File: config.mk
export PLATFORM = sky130hd
export DESIGN_NAME = hazard_ctrl_unit_flat
export DESIGN_NICKNAME = d
export VERILOG_FILES = /design/src/rtl/hazard_ctrl_if.sv /design/src/rtl/hazard_ctrl_unit.sv /design/src/flat_wrapper.sv
export SDC_FILE = /design/constraint.sdc
export NUM_CORES = 1
export LEC_CHECK = 0
export ABC_AREA = 1
export CAP_MARGIN = 25
export CELL_PAD_IN_SITES_DETAIL_PLACEMENT = 0
export CELL_PAD_IN_SITES_GLOBAL_PLACEMENT = 1
export CORE_MARGIN = 3
export CORE_UTILIZATION = 33
export CTS_CLUSTER_DIAMETER = 60
export DETAILED_ROUTE_END_ITERATION = 8
export GPL_ROUTABILITY_DRIVEN = 0
export PLACE_DENSITY_LB_ADDON = 0.15
export SLEW_MARGIN = 20
export SYNTH_ARGS = -nofsm -noshare
export SYNTH_HDL_FRONTEND = slang
export SYNTH_SLANG_ARGS = --single-unit
export TNS_END_PERCENT = 50
File: constraint.sdc
create_clock -name i_clk -period 1.6 [get_ports i_clk]
set_clock_uncertainty 0.1 [all_clocks]
set_input_delay 0.32 -clock i_clk [delete_from_list [all_inputs] [get_ports i_clk]]
set_output_delay 0.32 -clock i_clk [all_outputs]
set_load 0.03 [all_outputs]
File: src/rtl/hazard_ctrl_if.sv
// Purpose: ID-stage instruction and EX redirect into the hazard unit; stall/flush controls and debug state out.
// Latency: none, plain wires.
// Backpressure: o_stall is the hold applied to PC and IF/ID; there is no other flow control.
//
// Signals:
//   i_instr_ID    instruction sitting in ID (IF/ID output), 0 = bubble
//   i_br_taken_EX EX-stage redirect (taken branch, JAL, JALR)
//   o_stall       hold PC and IF/ID
//   o_flush_IF_ID clear IF/ID on the next edge
//   o_flush_ID_EX bubble into ID/EX on the next edge
//   o_sb_valid    scoreboard valid bits {WB,MEM,EX}
//   o_stall_cnt   saturating count of stall cycles
//   o_flush_cnt   saturating count of redirect cycles
interface hazard_ctrl_if #(
    parameter int CNT_W = 32
);
    logic [31:0]      i_instr_ID;
    logic             i_br_taken_EX;
    logic             o_stall;
    logic             o_flush_IF_ID;
    logic             o_flush_ID_EX;
    logic [2:0]       o_sb_valid;
    logic [CNT_W-1:0] o_stall_cnt;
    logic [CNT_W-1:0] o_flush_cnt;

    // pipeline side: drives the ID instruction and redirect, consumes controls
    modport master (
        output i_instr_ID,
        output i_br_taken_EX,
        input  o_stall,
        input  o_flush_IF_ID,
        input  o_flush_ID_EX,
        input  o_sb_valid,
        input  o_stall_cnt,
        input  o_flush_cnt
    );

    // hazard unit side
    modport slave (
        input  i_instr_ID,
        input  i_br_taken_EX,
        output o_stall,
        output o_flush_IF_ID,
        output o_flush_ID_EX,
        output o_sb_valid,
        output o_stall_cnt,
        output o_flush_cnt
    );
endinterface

File: src/rtl/hazard_ctrl_unit.sv
// Purpose: stall/flush generator for a non-forwarding 5-stage RV32I pipeline, tracking in-flight rd in EX/MEM/WB.
// Latency: stall/flush outputs are combinational from the scoreboard and the ID instruction; scoreboard moves each edge.
// Backpressure: a RAW hazard holds PC and IF/ID and bubbles ID/EX; an EX redirect overrides the hold and flushes both.
//
// Ports:
//   i_clk    core clock
//   i_rst_n  asynchronous active-low reset (clears scoreboard and counters)
//   hz       hazard_ctrl_if.slave: i_instr_ID, i_br_taken_EX in; o_stall, o_flush_IF_ID,
//            o_flush_ID_EX, o_sb_valid, o_stall_cnt, o_flush_cnt out
// Parameters:
//   WB_WRITE_FIRST  1 = regfile writes before reads, so the WB slot never causes a hazard
//   CNT_W           width of the performance counters
module hazard_ctrl_unit #(
    parameter int WB_WRITE_FIRST = 1,
    parameter int CNT_W          = 32
) (
    input  logic         i_clk,
    input  logic         i_rst_n,
    hazard_ctrl_if.slave hz
);

    localparam logic [6:0] OPC_LUI    = 7'b0110111;
    localparam logic [6:0] OPC_AUIPC  = 7'b0010111;
    localparam logic [6:0] OPC_JAL    = 7'b1101111;
    localparam logic [6:0] OPC_JALR   = 7'b1100111;
    localparam logic [6:0] OPC_BRANCH = 7'b1100011;
    localparam logic [6:0] OPC_LOAD   = 7'b0000011;
    localparam logic [6:0] OPC_STORE  = 7'b0100011;
    localparam logic [6:0] OPC_OPIMM  = 7'b0010011;
    localparam logic [6:0] OPC_OP     = 7'b0110011;

    localparam bit               CHECK_WB = (WB_WRITE_FIRST == 0);
    localparam logic [CNT_W-1:0] CNT_ONE  = {{(CNT_W-1){1'b0}}, 1'b1};
    localparam logic [CNT_W-1:0] CNT_MAX  = {CNT_W{1'b1}};

    // instruction fields
    logic [6:0] opcode;
    logic [4:0] rd;
    logic [4:0] rs1;
    logic [4:0] rs2;

    assign opcode = hz.i_instr_ID[6:0];
    assign rd     = hz.i_instr_ID[11:7];
    assign rs1    = hz.i_instr_ID[19:15];
    assign rs2    = hz.i_instr_ID[24:20];

    // funct3/funct7 play no part in hazard detection
    logic unused_instr_bits;
    assign unused_instr_bits = ^{hz.i_instr_ID[31:25], hz.i_instr_ID[14:12]};

    logic uses_rs1;
    logic uses_rs2;
    logic wr_class;
    logic writes_rd;

    always_comb begin
        uses_rs1 = 1'b0;
        uses_rs2 = 1'b0;
        wr_class = 1'b0;
        case (opcode)
            OPC_LUI, OPC_AUIPC, OPC_JAL: begin
                wr_class = 1'b1;
            end
            OPC_JALR, OPC_LOAD, OPC_OPIMM: begin
                uses_rs1 = 1'b1;
                wr_class = 1'b1;
            end
            OPC_BRANCH, OPC_STORE: begin
                uses_rs1 = 1'b1;
                uses_rs2 = 1'b1;
            end
            OPC_OP: begin
                uses_rs1 = 1'b1;
                uses_rs2 = 1'b1;
                wr_class = 1'b1;
            end
            default: begin
                uses_rs1 = 1'b0;
                uses_rs2 = 1'b0;
                wr_class = 1'b0;
            end
        endcase
    end

    // writes to x0 are discarded by the regfile, so they never occupy a slot
    assign writes_rd = wr_class && (rd != 5'd0);

    // scoreboard slots mirroring EX/MEM/WB
    logic       ex_vld;
    logic [4:0] ex_rd;
    logic       mem_vld;
    logic [4:0] mem_rd;
    logic       wb_vld;
    logic [4:0] wb_rd;

    logic rs1_hit;
    logic rs2_hit;
    logic hazard;
    logic issue;

    always_comb begin
        rs1_hit = (rs1 != 5'd0) &&
                  ((ex_vld  && (ex_rd  == rs1)) ||
                   (mem_vld && (mem_rd == rs1)) ||
                   (CHECK_WB && wb_vld && (wb_rd == rs1)));
        rs2_hit = (rs2 != 5'd0) &&
                  ((ex_vld  && (ex_rd  == rs2)) ||
                   (mem_vld && (mem_rd == rs2)) ||
                   (CHECK_WB && wb_vld && (wb_rd == rs2)));
    end

    assign hazard = (uses_rs1 && rs1_hit) || (uses_rs2 && rs2_hit);
    // a redirect discards the ID instruction, so it must not enter EX even without a hazard
    assign issue  = !hazard && !hz.i_br_taken_EX;

    assign hz.o_stall       = hazard && !hz.i_br_taken_EX;
    assign hz.o_flush_IF_ID = hz.i_br_taken_EX;
    assign hz.o_flush_ID_EX = hazard || hz.i_br_taken_EX;
    assign hz.o_sb_valid    = {wb_vld, mem_vld, ex_vld};

    always_ff @(posedge i_clk or negedge i_rst_n) begin
        if (!i_rst_n) begin
            ex_vld  <= 1'b0;
            ex_rd   <= 5'd0;
            mem_vld <= 1'b0;
            mem_rd  <= 5'd0;
            wb_vld  <= 1'b0;
            wb_rd   <= 5'd0;
        end else begin
            // the redirecting instruction is already past EX entry and keeps moving
            ex_vld  <= issue && writes_rd;
            ex_rd   <= rd;
            mem_vld <= ex_vld;
            mem_rd  <= ex_rd;
            wb_vld  <= mem_vld;
            wb_rd   <= mem_rd;
        end
    end

    logic [CNT_W-1:0] stall_cnt;
    logic [CNT_W-1:0] flush_cnt;

    always_ff @(posedge i_clk or negedge i_rst_n) begin
        if (!i_rst_n) begin
            stall_cnt <= '0;
            flush_cnt <= '0;
        end else begin
            if (hz.o_stall && (stall_cnt != CNT_MAX)) begin
                stall_cnt <= stall_cnt + CNT_ONE;
            end
            if (hz.i_br_taken_EX && (flush_cnt != CNT_MAX)) begin
                flush_cnt <= flush_cnt + CNT_ONE;
            end
        end
    end

    assign hz.o_stall_cnt = stall_cnt;
    assign hz.o_flush_cnt = flush_cnt;

endmodule

File: src/flat_wrapper.sv
// flat-port wrapper written by rule: the top's interface ports become plain ports
module hazard_ctrl_unit_flat 
#(
    parameter int WB_WRITE_FIRST = 1,
    parameter int CNT_W          = 32
)
  (i_clk, i_rst_n, hz_i_instr_ID, hz_i_br_taken_EX, hz_o_stall, hz_o_flush_IF_ID, hz_o_flush_ID_EX, hz_o_sb_valid, hz_o_stall_cnt, hz_o_flush_cnt);
  hazard_ctrl_if #(.CNT_W(CNT_W)) hz_i ();
  input  logic i_clk;
  input  logic i_rst_n;
  input wire logic [$bits(hz_i.i_instr_ID)-1:0] hz_i_instr_ID;
  input wire logic [$bits(hz_i.i_br_taken_EX)-1:0] hz_i_br_taken_EX;
  output wire logic [$bits(hz_i.o_stall)-1:0] hz_o_stall;
  output wire logic [$bits(hz_i.o_flush_IF_ID)-1:0] hz_o_flush_IF_ID;
  output wire logic [$bits(hz_i.o_flush_ID_EX)-1:0] hz_o_flush_ID_EX;
  output wire logic [$bits(hz_i.o_sb_valid)-1:0] hz_o_sb_valid;
  output wire logic [$bits(hz_i.o_stall_cnt)-1:0] hz_o_stall_cnt;
  output wire logic [$bits(hz_i.o_flush_cnt)-1:0] hz_o_flush_cnt;
  assign hz_i.i_instr_ID = hz_i_instr_ID;
  assign hz_i.i_br_taken_EX = hz_i_br_taken_EX;
  assign hz_o_stall = hz_i.o_stall;
  assign hz_o_flush_IF_ID = hz_i.o_flush_IF_ID;
  assign hz_o_flush_ID_EX = hz_i.o_flush_ID_EX;
  assign hz_o_sb_valid = hz_i.o_sb_valid;
  assign hz_o_stall_cnt = hz_i.o_stall_cnt;
  assign hz_o_flush_cnt = hz_i.o_flush_cnt;
  hazard_ctrl_unit #(.WB_WRITE_FIRST(WB_WRITE_FIRST), .CNT_W(CNT_W)) u_core (.i_clk(i_clk), .i_rst_n(i_rst_n), .hz(hz_i));
endmodule
# Word-level counts from Yosys, hierarchy flattened
# Cells that the tools add are included.
[classes]
n_eq_ne = 15
mux = 3
n_reduce_logical = 26
addsub = 2
[ops]
columns = ["op", "count"]
rows = [
  ["$add 32x1->32 const B", 2],
  ["$ne 32x32->1 const B", 2],
  ["$eq 7x6->1 const B", 3],
  ["$eq 7x7->1 const B", 3],
  ["$eq 5x5->1", 4],
  ["$reduce_bool 5->1", 3],
  ["$eq 7x5->1 const B", 2],
  ["$logic_and 1x1->1", 14],
  ["$eq 7x2->1 const B", 1],
  ["$reduce_or 7->1", 1],
  ["$reduce_or 6->1", 1],
  ["$logic_or 1x1->1", 4],
  ["$mux 1", 3],
  ["$reduce_or 3->1", 1],
  ["$logic_not 1->1", 2],
]
[word_totals]
wordCells = 53
ff_bits = 77
output_inout_bits = 70

# Depth between registers and ports, before layout
# Gate-level depths: netlist (run 1).
[depth]
depth_word = 9
depth_mapped = 13
mapped_depth_nobuf = 12

# Least setup slack after synthesis (run 1)
# Ideal clock, no wire load.
[synth_path]
path_type = "register to register"
startpoint = "register u_core.flush_cnt[0] (netlist: u_core.hz.o_flush_cnt[0])"
endpoint = "register u_core.flush_cnt[24] (netlist: u_core.hz.o_flush_cnt[24])"
path_slack_ns = -0.402
required_ns = 1.380
path_stages_with_launch = 12
setup_time_ns = 0.120
arrival_time_ns = 1.781
path_cell_list = "dfrtp_1 > ha_1 > nand3_1 > inv_1 > nand4_2 > nor2_1 > nand2_1 > nand2_2 > inv_2 > buf_2 > nand4_1 > nand2_1"
[synth_via]
elab_chain_len = 2
[synth_rtl]
columns = ["item", "line", "text"]
rows = [
  ["start: declaration", "hazard_ctrl_unit.sv:141", "logic [CNT_W-1:0] flush_cnt;"],
  ["start signal: assignment", "hazard_ctrl_unit.sv:152", "flush_cnt <= flush_cnt + CNT_ONE;"],
  ["branches (longest 2 deep; another with $add 32x1->32)", "n/a", ""],
]
# Parallel ways; which one is timed is not known.
# A chain may end at the register's enable or synchronous reset.

# Worst setup path after layout (run 1)
[layout_path]
startpoint = "register u_core.ex_rd[1]"
endpoint = "output hz_o_stall"
[layout_via]
elab_chain_len = 7
[layout_rtl]
columns = ["item", "line", "text"]
rows = [
  ["start: declaration", "hazard_ctrl_unit.sv:90", "logic [4:0] ex_rd;"],
  ["start signal: assignment", "hazard_ctrl_unit.sv:132", "ex_rd <= rd;"],
  ["$eq 5x5->1 (on tied branches)", "hazard_ctrl_unit.sv:103, hazard_ctrl_unit.sv:107", ""],
  ["$logic_and 1x1->1 (on tied branches)", "hazard_ctrl_unit.sv:103, hazard_ctrl_unit.sv:107", ""],
  ["$logic_or 1x1->1 (on tied branches)", "hazard_ctrl_unit.sv:103, hazard_ctrl_unit.sv:107", ""],
  ["$logic_and 1x1->1 (on tied branches)", "hazard_ctrl_unit.sv:102, hazard_ctrl_unit.sv:106", ""],
  ["$logic_and 1x1->1", "hazard_ctrl_unit.sv:112", "assign hazard = (uses_rs1 && rs1_hit) || (uses_rs2 && rs2_hit);"],
  ["$logic_or 1x1->1 (*)", "hazard_ctrl_unit.sv:112", ""],
  ["$logic_and 1x1->1 (*)", "hazard_ctrl_unit.sv:116", "assign hz.o_stall = hazard && !hz.i_br_taken_EX;"],
  ["end: declaration", "flat_wrapper.sv:13", "output wire logic [$bits(hz_i.o_stall)-1:0] hz_o_stall;"],
]
# Every way passes the cells marked *; elsewhere a longest branch is shown, timed or not.

==> results of run 1 <==
## timing repair
item | in CTS | in global routing
gates cloned | 5 | 1
pin swaps | 30 | 31
hold endpoints to repair | 19 | 0
hold buffers | 1 | 0
gates resized for setup | 252 | 87
endpoints found under the setup margin | 112 | 91
buffers inserted | 30 | 10
## state kept, by name (all words and copies together) (netlist names)
name                   cells
u_core.ex_vld              1
u_core.ex_rd               5
u_core.hz.o_stall_cnt     32
u_core.mem_vld             1
u_core.hz.o_flush_cnt     32
u_core.mem_rd              5
u_core.wb_vld              1
## metal layers
| layer | share of wire [%] | global-route usage, % | vias to the layer above |
|---|---|---|---|
| li1 | - | - | 3099 |
| met1 | 46 | 30.23 | 3016 |
| met2 | 47 | 35.48 | 152 |
| met3 | 5.1 | 3.415 | 28 |
| met4 | 2.0 | 7.743 | 0 |
| met5 | 0 | 0 | - |
## synth_stat cells, types with 3 or more instances
cell      number
buf_2          9
buf_4          5
buf_6          3
clkbuf_1       5
dfrtp_1       77
inv_1        108
inv_2          3
nand2_1      286
nand2_2        3
nand3_1       58
nand3_2        4
nand3b_1       9
nand4_1       49
nor2_1        81
nor2_2         4
nor2_4         3
nor3_1        16
o21ai_0       16
o21ai_1        5
xnor2_1        9
xor2_1        15
## metrics by stage
| step | cells | worst slack, ps | TNS (ps) |
|---|---|---|---|
| 2_1_floorplan | 782 | -201.3 | -9424 |
| 4_1_cts | 1303 | -529.3 | -12560 |
| 5_1_grt | 1311 | -636.9 | -23190 |
| 6_report | 1311 | -506.8 | -14180 |
| 3_5_place_dp | 1251 | -703.8 | -30620 |
| 3_3_place_gp | 1251 | -683.7 | -27830 |
## area by class of cell
type	instances	area [µm²]	area share, %
flip-flops and latches	77	1943	21.83
repair inverters	1	20.02	0.2249
multi-input cells	571	3134	35.22
well taps	211	264.0	2.966
repair buffers	323	2770	31.13
clock inverters	4	70.07	0.7873
inverters	112	441.7	4.963
clock buffers	12	256.5	2.882
## cell families after synthesis
kind of cell / after synthesis / synth area share (%)
buffers and inverters: 134 / 10.77
and+or+nand+nor: 518 / 44.47
adders and majority gates: 2 / 0.4851
DFF: 77 / 37.36
AOI/OAI and AO/OA: 27 / 2.838
xor gates and xnor gates: 24 / 4.076
## where the power goes
group	internal (mW)	switching, mW
logic	0.588	0.673
registers	2.05	0.118
clock network	1.45	0.842
total	4.09	1.63
## worst paths after layout
| check | start | slack (ps) | end | depth (start not counted) |
|---|---|---|---|---|
| setup reg to reg | u_core.ex_rd[1] | -350 | u_core.hz.o_stall_cnt[16] | 16 |
| min in group i_clk | u_core.ex_rd[3] | 340 | u_core.mem_rd[3] | 0 |
| setup / recovery | u_core.ex_rd[1] | -510 | hz_o_stall | 11 |
| hold reg to reg | u_core.ex_rd[3] | 340 | u_core.mem_rd[3] | 0 |
| hold / removal | i_rst_n | 320 | u_core.hz.o_stall_cnt[8] | 2 |
| max in group asynchronous | i_rst_n | 530 | u_core.hz.o_stall_cnt[26] | 3 |
## critical path: stages (launching register included)
cell and delay (ps):
dfrtp_1 430, inv_1 60, nand2_1 50, nand2_1 60
nor2_1 100, nand3_1 90, nand2_1 80, nand2_1 70
nand2_2 80, inv_2 60, nor2_4 110, buf_6 150
==> summary.md, run 1 <==
| Metric | Value |
|---|---|
| Finished Cell Area | `8900 µm²` |
| Die area | `17160 µm²` |
| Total grt overflow | `0` |
| Initial antenna violation count | `0` |
| WL per Instance | `14.51 µm` |
| Max-cap viol count | `0` |
| Dominant synthesized flop cell | `dfrtp_1` |
| Worst min path class | `primary input to async pin` |
| Iter 0 DRT Violations | `324` |
| Most frequent cells in the layout | `nand2_1, buf_4, inv_1, dfrtp_1, nor2_1` |
| Post-synthesis sequential area ratio | `37.36%` |
| Gr usage total | `22.07%` |
| Buffers on Ports | `94` |
| Launching element type of the critical path | `flip-flop` |
| Row Count | `45` |
| Final net count | `1132` |
| Worst-path fanout max | `5` |
| Top-area cell type share of the netlist area | `37.36%` |
| CTS root buffer | `clkbuf_16` |
| CTS max path bufs | `2` |
| Layout cells sized above 1 | `40.27%` |
| Status | `finished, violations left` |
| EDFF count, synth | `0` |
| First-pass GRT wire length | `30.00 mm` |
| Via/cell ratio | `4.802` |
| FMAX | `474.7 MHz` |
| Largest cells by area after synthesis | `dfrtp_1, nand2_1, inv_1, nand4_1, nor2_1` |
| Hold WS | `322.1 ps` |
| Final-report hold violation count | `0` |
| Crit. End Element | `primary output` |
| Most common cell after layout, fill and taps aside | `nand2_1` |
| Area leader, netlist | `dfrtp_1` |
| Routed Antenna Nets | `0` |
| Final setup fails | `71` |
| Cell count after synthesis | `782` |
| Slew headroom | `71.25%` |
| Area Growth Syn to Fin | `72.56%` |
| Final core utilization | `58.33%` |
| Clock-pin slew on the worst setup and hold paths | `60 ps` |
| Hpwl dp | `13.58 mm` |
| Fillcell total | `1427` |
| RSZ-0062 raised after global routing | `true` |
| Core Box Area | `15260 µm²` |
| Total wire length | `19.02 mm` |
| Slew Limit Fails | `0` |
| Yosys Warn Count | `0` |
| CTS tree | `built` |
| FF+latch count, synth | `77` |
| Worst skew pair latency | `340 ps` |
| Leakage power | `4.711 nW` |
| PwrDens | `642.7 nW/µm²` |
| # IOs | `105` |
| Critical Path RT | `1180 ps` |
| Fin crit share | `131.7%` |
| H-tree depth | `3` |
| Placed Area | `7681 µm²` |
| Fraction of registers with async set/reset | `100.0%` |
| Violated checks | `negative setup slack` |
| Post-synthesis cell type count | `32` |
| Largest net degree at the start of global routing | `41` |
| Vias in the first global route | `6080` |
| Fin worst setup slack | `-506.8 ps` |
| Net Count, Synth | `819` |
| Mapped cell area | `5157 µm²` |
| Detailed-route DRC error count | `0` |
| Number of CTS-inserted buffers | `9` |
| CP Class | `flip-flop to primary output` |
| Clock net sink count | `77` |
| Antenna cell count | `0` |
| Die Y | `131.0 µm` |
| 1st-pass router iterations | `5` |
| WP data arrival | `1690 ps` |
| Initial core utilization | `33.80%` |
| Actual slew at the worst max-slew pin | `431.2 ps` |
| Die width | `131.0 µm` |
| Syn_area_per_cell | `6.595 µm²` |
| Design Power | `5.720 mW` |
| Detailed-route via count | `6295` |
| Period minus WS final | `2107 ps` |
| Maximum vdd ir drop | `0.4743 mV` |
(Power assumes the default switching activity.)
==> run 2: changes to the inputs <==
--- a/config.mk
+++ b/config.mk
@@ -13,8 +13,9 @@
 export CORE_UTILIZATION = 33
 export CTS_CLUSTER_DIAMETER = 60
 export DETAILED_ROUTE_END_ITERATION = 8
-export GPL_ROUTABILITY_DRIVEN = 0
+export GPL_ROUTABILITY_DRIVEN = 1
 export PLACE_DENSITY_LB_ADDON = 0.15
+export SETUP_SLACK_MARGIN = 0.4
 export SLEW_MARGIN = 20
 export SYNTH_ARGS = -nofsm -noshare
 export SYNTH_HDL_FRONTEND = slang
==> constraint.sdc (replaced) <==
create_clock -name i_clk -period 1.6 [get_ports i_clk]
set_clock_uncertainty 0.1 [all_clocks]
set_input_delay 0.24 -clock i_clk [delete_from_list [all_inputs] [get_ports i_clk]]
set_output_delay 0.24 -clock i_clk [all_outputs]
set_load 0.03 [all_outputs]
==> summary.md, run 2 (synthesis gave the netlist of run 1 again) <==
| Metric | Value |
|---|---|
| Fin crit share | `128.1% (-3.6 points)` |
| GPL Wtd Cong | `0.9358` |
| Die area | `17160 µm² (unchanged)` |
| Most common cell after layout, fill and taps aside | `nand2_1` |
| First-pass GRT wire length | `30.27 mm (+0.90%)` |
| Total grt overflow | `0 (unchanged)` |
| Detailed-route via count | `6149 (-2.3%)` |
| Worst skew pair latency | `350 ps (about the same)` |
| Row Count | `45 (unchanged)` |
| Initial core utilization | `33.80% (unchanged)` |
| Status | `finished, violations left` |
| Die width | `131.0 µm (unchanged)` |
| Design Power | `5.886 mW (+2.9%)` |
| Slew headroom | `63.26% (-8.0 points)` |
| Launching element type of the critical path | `flip-flop` |
| H-tree depth | `3 (unchanged)` |
| Final core utilization | `60.66% (+2.3 points)` |
| Violated checks | `negative setup slack` |
| Detailed-route DRC error count | `0 (unchanged)` |
| 1st-pass router iterations | `5 (unchanged)` |
| Vias in the first global route | `6132 (+0.86%)` |
| Largest net degree at the start of global routing | `36 (-12%)` |
| Initial antenna violation count | `0 (unchanged)` |
| Crit. End Element | `primary output` |
| Dpl ws | `-671.5 ps (+32.21 ps)` |
| Total wire length | `19.15 mm (+0.72%)` |
| Layout cells sized above 1 | `39.89% (-0.38 points)` |
| Critical Path RT | `1260 ps (+80 ps)` |
| WP data arrival | `1710 ps (+20 ps)` |
| CTS tree | `built` |
| CP Class | `flip-flop to primary output` |
| Gr usage total | `22.35% (+0.27 points)` |
| CTS root buffer | `clkbuf_16` |
| RSZ-0062 raised after global routing | `true` |
| Slew Limit Fails | `0 (unchanged)` |
| Hpwl dp | `12.93 mm (-4.8%)` |
| Max-cap viol count | `0 (unchanged)` |
| Via/cell ratio | `4.770 (-0.65%)` |
| Final-report hold violation count | `0 (unchanged)` |
| Final setup fails | `66 (-7.0%)` |
| Area Growth Syn to Fin | `79.45%` |
| Clock-pin slew on the worst setup and hold paths | `60 ps (about the same)` |
| CTS max path bufs | `2 (unchanged)` |
| Antenna cell count | `0 (unchanged)` |
| # IOs | `105 (unchanged)` |
| Period minus WS final | `2049 ps (-57.60 ps)` |
| Final net count | `1110 (-1.9%)` |
| Maximum vdd ir drop | `0.4300 mV (-9.3%)` |
| Die Y | `131.0 µm (unchanged)` |
| Routed Antenna Nets | `0 (unchanged)` |
| FMAX | `488.0 MHz (+2.8%)` |
| Leakage power | `4.691 nW (-0.41%)` |
| Clock net sink count | `77 (unchanged)` |
| PwrDens | `636.0 nW/µm² (-1.0%)` |
| Worst-path fanout max | `4 (-1)` |
| Buffers on Ports | `94 (unchanged)` |
| Core Box Area | `15260 µm² (unchanged)` |
| Iter 0 DRT Violations | `358 (+10%)` |
| Number of CTS-inserted buffers | `9 (unchanged)` |
| WL per Instance | `14.86 µm (+2.4%)` |
| Final TNS setup | `-15250 ps (-1068 ps)` |
| Worst min path class | `primary input to flip-flop` |
| Hold WS | `258.9 ps (-63.23 ps)` |
| Fin worst setup slack | `-449.2 ps (+57.60 ps)` |
| Actual slew at the worst max-slew pin | `551.1 ps (+119.9 ps)` |
| Most frequent cells in the layout | `nand2_1, buf_4, buf_6, inv_1, nor2_1` |
-- run 2: cell types whose count changed in the layout (fill, tap and decap cells not counted), moves of 10 or more --
| cell | change |
|---|---|
| buf_4 | -96 |
| clkdlybuf4s15_2 | -23 |
| buf_2 | -12 |
| buf_6 | +109 |
| nand3_1 | -13 |
| nand3_2 | +10 |
-- run 2: final timing paths --
kind / end / from / slack [ps] / cells after the start
max: hz_o_stall / u_core.ex_rd[4] / -450 / 11
max reg2reg: u_core.hz.o_stall_cnt[29] / u_core.ex_rd[4] / -400 / 15
max in group asynchronous: u_core.hz.o_stall_cnt[26] / i_rst_n / 530 / 3
min in group asynchronous: u_core.hz.o_stall_cnt[0] / i_rst_n / 320 / 2
min reg2reg: u_core.mem_rd[2] / u_core.ex_rd[2] / 350 / 0
min: u_core.ex_rd[4] / hz_i_instr_ID[11] / 260 / 1
-- run 2: worst max-delay path, stage by stage (launching register included) --
cell and delay [ps]:
dfrtp_1 410, inv_2 70, nand2_1 60, a21oi_2 140
nand3_1 100, nand2_2 80, nand2_2 60, nand2_4 90
inv_2 50, buf_6 120, nor2_4 70, buf_6 130
-- run 2: area by class of cell --
cell class	count	area, µm²
Clock inverter	6	111.4
Fill cell	1379	6003
Inverter	112	430.4
Tap cell	211	264.0
Sequential cell	77	1944
Timing Repair Buffer	302	3064
Multi-Input combinational cell	571	3212
Clock buffer	10	229.0
-- run 2: through the flow --
stage / area [µm²] / instances
after detailed placement: 7614 / 1231
after floorplan: 5250 / 782
after CTS: 8750 / 1275
after global routing: 9255 / 1289
final: 9255 / 1289
after global placement: 7614 / 1231
-- run 2: timing repair --
item | 4_1_cts | 5_1_grt
pin swaps | 26 | 43
cloned | 5 | 4
hold buffers | 1 | 0
hold endpoints to repair | 32 | 0
setup buffers | 22 | 10
gates resized for setup | 558 | 113
endpoints found under the setup margin | 135 | 134
-- run 2: routing by layer --
layer,track usage (%),part of all wire (%),wire [µm],up-vias
met3,3.089,3.9,742,21
met2,36.95,48,9195,133
met1,30.29,47,8923,2927
li1,-,-,-,3068
met4,7.018,1.5,292,0
met5,0,0,0,-
-- run 2: where the power goes --
group          leakage (nW)  internal, mW  switching (mW)
clock network         0.163          1.53           0.896
logic                  3.51         0.643           0.650
registers              1.02          2.05           0.118
total                  4.69          4.22            1.66
